--- src/rtl/traffic_light_timed_ctrl.sv ---
// traffic_light_timed_ctrl: timed single-approach traffic light with green extension,
// latched car request and emergency pre-emption.
module traffic_light_timed_ctrl #(
  parameter int CNT_W         = 8,
  parameter int RED_MIN       = 4,
  parameter int GREEN_MIN     = 6,
  parameter int GREEN_EXT_MAX = 4,
  parameter int YELLOW_CYCLES = 2
) (
  input  logic             i_clk,
  input  logic             i_reset,
  input  logic             i_car,
  input  logic             i_emergency,
  output logic             o_red,
  output logic             o_yellow,
  output logic             o_green,
  output logic [1:0]       o_state,
  output logic             o_req,
  output logic [CNT_W-1:0] o_timer
);
  localparam logic [1:0] RED    = 2'b00;
  localparam logic [1:0] GREEN  = 2'b01;
  localparam logic [1:0] YELLOW = 2'b10;
  localparam logic [CNT_W-1:0] RED_LD = CNT_W'(RED_MIN - 1);
  localparam logic [CNT_W-1:0] GRN_LD = CNT_W'(GREEN_MIN - 1);
  localparam logic [CNT_W-1:0] YEL_LD = CNT_W'(YELLOW_CYCLES - 1);
  localparam logic [CNT_W-1:0] EXT_MX = CNT_W'(GREEN_EXT_MAX);
  logic [1:0]       state_q, state_d;
  logic [CNT_W-1:0] timer_q, timer_d, ext_q, ext_d;
  logic             req_q, req_d;
  logic             t_zero;
  logic [CNT_W-1:0] t_dec;
  assign t_zero = timer_q == '0;
  assign t_dec  = t_zero ? '0 : timer_q - 1'b1;
  always_comb begin
    state_d = RED;
    timer_d = RED_LD;
    ext_d   = ext_q;
    req_d   = 1'b0;
    if (state_q == RED) begin
      if (t_zero && (req_q || i_car) && !i_emergency) begin
        state_d = GREEN;
        timer_d = GRN_LD;
        ext_d   = '0;
      end else begin
        timer_d = t_dec;
        req_d   = req_q | i_car;
      end
    end else if (state_q == GREEN) begin
      // emergency outranks any pending extension grant
      if (i_emergency || (t_zero && !(i_car && ext_q < EXT_MX))) begin
        state_d = YELLOW;
        timer_d = YEL_LD;
      end else begin
        state_d = GREEN;
        timer_d = t_dec;
        ext_d   = t_zero ? ext_q + 1'b1 : ext_q;
      end
    end else if (state_q == YELLOW) begin
      state_d = t_zero ? RED : YELLOW;
      timer_d = t_zero ? RED_LD : t_dec;
    end
  end
  always_ff @(posedge i_clk or negedge i_reset) begin
    if (!i_reset) begin
      state_q <= RED;
      timer_q <= RED_LD;
      ext_q   <= '0;
      req_q   <= 1'b0;
    end else begin
      state_q <= state_d;
      timer_q <= timer_d;
      ext_q   <= ext_d;
      req_q   <= req_d;
    end
  end
  assign o_green  = state_q == GREEN;
  assign o_yellow = state_q == YELLOW;
  assign o_red    = !(o_green || o_yellow);
  assign o_state  = state_q;
  assign o_req    = req_q;
  assign o_timer  = timer_q;
endmodule
--- config.mk ---
export PLATFORM = sky130hd
export DESIGN_NAME = traffic_light_timed_ctrl
export DESIGN_NICKNAME = d
export VERILOG_FILES = /design/src/rtl/traffic_light_timed_ctrl.sv
export SDC_FILE = /design/constraint.sdc
export NUM_CORES = 1
export LEC_CHECK = 0
export ABC_AREA = 1
export CORE_MARGIN = 2
export CORE_UTILIZATION = 54
export CTS_BUF_LIST = sky130_fd_sc_hd__clkbuf_8
export CTS_CLUSTER_DIAMETER = 60
export DETAILED_ROUTE_END_ITERATION = 8
export MAX_ROUTING_LAYER = met4
export PLACE_DENSITY = 0.77
export SLEW_MARGIN = 20
export SYNTH_ARGS = -nofsm -noshare
export SYNTH_HDL_FRONTEND = slang
export SYNTH_SLANG_ARGS = --single-unit
--- constraint.sdc ---
create_clock -name i_clk -period 1.8 [get_ports i_clk]
set_input_delay 0.27 -clock i_clk [delete_from_list [all_inputs] [get_ports i_clk]]
set_output_delay 0.27 -clock i_clk [all_outputs]
set_load 0.02 [all_outputs]
Word level (Yosys, flattened, before mapping)
Index checks and enable logic that the tools add are counted.

storage, ports and cells
  flip-flop bits (word level) = 19
  input port bits = 4
  output and inout bits = 14
  word-level logic and storage cells = 47

operators by class
  add/sub/neg operators = 2
  magnitude comparators = 1
  eq/ne operators = 4
  muxes and demuxes = 20
  bitwise logic cells = 1
  reductions and logical operators = 15

operators by type and width
  cell                                                                          number
  8-bit two-way mux                                                             12
  2-bit two-way mux                                                             5
  8-bit by 1-bit adder with 8-bit output, second input constant                 1
  8-bit zero test                                                               1
  8-bit by 3-bit less-than comparator with 1-bit output, second input constant  1
  8-bit by 1-bit subtractor with 8-bit output, second input constant            1
  1-bit logical AND                                                             4
  4-bit AND reduction                                                           1
  2-bit nonzero test                                                            2
  1-bit zero test                                                               3
  1-bit logical OR                                                              3
  1-bit two-way mux                                                             3
  2-bit by 1-bit equality test with 1-bit output, second input constant         1
  2-bit equality test, second input constant                                    1
  2-bit zero test                                                               1
  2-bit by 1-bit != test with 1-bit output, second input constant               1
  2-bit != test, second input constant                                          1
  1-bit bitwise OR                                                              1

Logic depth before layout (Yosys ltp)
  word-level depth = 8
  gate-level depth with buffers = 11
  gate-level depth less buffers = 11

Worst setup path after synthesis
Ideal clock, no wire load.

  path kind = register to register
  from = reg timer_q[0], in the netlist o_timer[0]
  to = reg ext_q[1]
  library setup time = 0.118 ns
  arrival time = 1.563 ns
  data required time = 1.682 ns
  setup slack = 0.120 ns
  stages on the path, launching flop included = 12
  buffers on the path = 1
  clock period less this slack = 1.680 ns
  cells stage by stage = dfstp_2 > inv_1 > ha_1 > nand2_2 > nor2_4 > buf_6 > nand2_4 > nand3_2 > nand2_4 > nand2_4 > nand2_1 > nand2_1

between the ends
  longest elaborated chain between the ends = 5
  elaborated cells between the ends (all ways) = 9
  classes of those cells = 2 x eq/ne; 7 x reduce/logical

ends and longest elaborated chain
  item                                                                                 line    text
  from (decl)                                                                          29      logic [CNT_W-1:0] timer_q, timer_d, ext_q, ext_d;
  from (signal assigned)                                                               72      timer_q <= timer_d;
  8-bit zero test *                                                                    33      assign t_zero = timer_q == '0;
  1-bit logical AND (on tied branches)                                                 41, 51
  1-bit logical AND or 1-bit logical OR (tied branches)                                41, 51
  2-bit by 1-bit != test with 1-bit output (no line) or 2-bit != test (tied branches)  --
  4-bit AND reduction (no line) *                                                      --
  to (signal assigned)                                                                 73      ext_q <= ext_d;
  to (decl)                                                                            29

Every way passes the cells marked *; elsewhere a longest branch is shown, timed or not.
A chain may end at the register's enable or synchronous reset.

Worst setup path in the final report
  from = reg timer_q[1], in the netlist o_timer[1]
  to = out o_timer[1]

RTL lines
  item       line  text
  to (decl)  19    output logic [CNT_W-1:0] o_timer

No word-level cell between the ends.

==> out/metrics.yaml <==
run_status:
  outcome: "complete, no violations"
synth:
  netlist.area_leader.share: 0.390
  synth_cells: 131
  ys_seq_elements: 19
  syn_area_per_cell_sq_um: 8.32
  synth-edff-count: 0
  synthesis.area_sq_mm: 0.00109
  ys.warnings.count: 0
  yosysTopAreaCell: "dfrtp_1"
  synthFlopType: "dfrtp_1"
  yosysUniqueCellTypes: 25
  yosysSeqAreaShare: 0.439
  ys_async_sr_fraction: 1.00
  yosysMostFrequentCell: "nand2_1"
  syn_nets: 140
  synth_area_leaders: "dfrtp_1 (39%), nand2_1 (9.6%), inv_1 (8.6%)"
  synth_commonest_cells: "nand2_1 (28), inv_1 (25), dfrtp_1 (17)"
clocking:
  cts-root-buf: "clkbuf_8"
  clk_latency_ns: 0.25
  clock_path_buffers: 2
  cts_buffers: 3
  clk_pin_slew_ns: 0.07
  cts_setup_buffers: 0
  cts.sinks: 19
  cts_tree: "yes"
  htreeDepth: 1
worst_setup_path:
  critPathRequiredTime_ns: 1.53
  critical_path.slowest_cell: "clkdlybuf4s50_1"
  critPathBufInv: 1
  worst-path-stages: 1
  start_kind: "register"
  cpPeakStageDelay_ns: 0.61
  crit_path_end_kind: "output pin"
  reg2reg_depth: 11
  crit_fanout: 3
  worstPathCellList: "clkdlybuf4s50_1"
  critPathTopFamily: "buffers and inverters"
  crit_arrival_ns: 1.40
  criticalPathCategory: "register to output pin"
die:
  rows: 16
  start_util: 0.561
  io_pins: 18
  die_h_um: 48.9
  die_w_um: 48.9
  die_area_sq_mm: 0.00239
  core_sq_mm: 0.00194
power:
  pwr-share-clk: 0.157
  internal_power_mw: 1.10
  peakVddDrop_mv: 1.12
  powerDensity_mw_per_mm2: 1340
  pwr-share-seq: 0.392
  sw_frac_of_total: 0.390
  p_switching_mw: 0.704
  p_leak_nw: 0.681
  p_comb_frac: 0.451
  fin_total_pwr_mw: 1.81
sta:
  finalCritPeriodShare: 0.928
  relSlewSlack: 0.709
  hold_viol: 0
  max_slew.worst_pin.slew_ns: 0.433
  fmax_mhz: 599
  setup_viol: 0
  skew_ns: 0.00116
  setup_ws_ns: 0.130
  grt_setup_unrepaired: "no"
  drv_slew: 0
  tns_ns: 0
  min_period_ns: 1.67
global_routing:
  grt_pass1_wl_um: 3610
  grt_max_degree: 20
  grt_pass1_vias: 857
  grt_overflow: 0
  antenna_found_initial: 0
  grt_use_total: 0.199
detailed_routing:
  vias_per_cell: 4.86
  vias: 879
  wl_per_cell_um: 11.7
  drtIter0Drc: 22
  remaining_drc_errors: 0
  wl_um: 2120
  dr.pass1.iters: 4
  ant_nets: 0
cells_and_area:
  multi_input_area_sq_um: 509
  seq_area_sq_um: 478
  drive_gt1_frac: 0.136
  area_growth_syn_to_layout_pct: 24.1
  final_util: 0.697
  nFillCells: 173
  antenna_cells: 0
  design_area_sq_mm: 0.00135
  nets: 164
place:
  place_ws_ns: 0.139
  hpwl_um: 1630
  port_buffers: 17
  place_area_sq_mm: 0.00131
  gp_congestion: 0.827
min_path:
  hp-class: "input port to async pin"
job:
  maxCapViolCount: 0
==> final timing paths <==
path | endpoint | slack (ns) | start
hold reg to reg | ext_q[1] | 0.50 | ext_q[1]
setup reg to reg | o_timer[0] | 0.17 | o_timer[0]
min in group i_clk | ext_q[1] | 0.50 | ext_q[1]
hold / removal | ext_q[3] | 0.34 | i_reset
setup / recovery | o_timer[1] | 0.13 | o_timer[1]
max in group asynchronous | o_timer[0] | 1.20 | i_reset
==> metrics by stage <==
step	cells	hold WS [ns]
2_1_floorplan	131	-0.0256
3_3_place_gp	177	0.466
3_5_place_dp	177	0.479
4_1_cts	181	0.351
5_1_grt	181	0.375
6_report	181	0.343
==> what timing repair did <==
item                                    4_1_cts  5_1_grt
resized for setup                             2        2
endpoints found under the setup margin        2        2
hold buffers                                  0        0
endpoints found under the hold margin         0        0
==> routing by layer <==
metal | global-route usage | wire [um]
met5 | - | 0
met4 | 0.0667 | 19
met3 | 0.0337 | 86
met2 | 0.331 | 1040
met1 | 0.248 | 968
==> cell families (layout without fill, tap and decap cells) <==
logic type / after synthesis / in the layout / synth area share
xor+xnor: 3 / 3 / 0.0241
compound gates: 17 / 17 / 0.107
flops: 19 / 19 / 0.439
simple gates: 61 / 61 / 0.277
fa+ha+maj: 5 / 5 / 0.0574
buf+inv: 26 / 49 / 0.0964
==> power by group through the flow <==
stage / combinational, mW / sequential (mW) / clock, mW
after floorplan: 0.414 / 0.812 / 0
after global placement: 0.801 / 0.707 / 0
after detailed placement: 0.821 / 0.715 / 0
after CTS: 0.824 / 0.709 / 0.291
after global routing: 0.913 / 0.734 / 0.308
final: 0.815 / 0.708 / 0.283
==> cells in the final DEF, fill, tap and decap left out, types with 2 or more instances in the layout <==
cell type        instances
a21oi_1                  7
buf_4                    3
clkbuf_8                 3
clkdlybuf4s50_1         14
dfrtp_1                 17
dfstp_2                  2
dlygate4sd2_1            2
ha_1                     5
inv_1                   26
nand2_1                 28
nand2_2                  2
nand2_4                  5
nand3_1                  4
nor2_1                  14
nor2_2                   2
nor3_1                   2
o21ai_0                  5
xor2_1                   2
==> flip-flops by register name, indices dropped and copies added, names as in the netlist <==
| register | cells |
|---|---|
| o_state | 2 |
| o_timer | 8 |
| o_req | 1 |
| ext_q | 8 |
==> final cells by class <==
class | instances | area share
Multi-Input combinational cell | 86 | 0.377
Sequential cell | 19 | 0.353
Timing Repair Buffer | 20 | 0.142
Inverter | 25 | 0.0694
Clock buffer | 3 | 0.0305
Tap cell | 27 | 0.0250
Clock inverter | 1 | 0.00278
(Power assumes the default switching activity.)
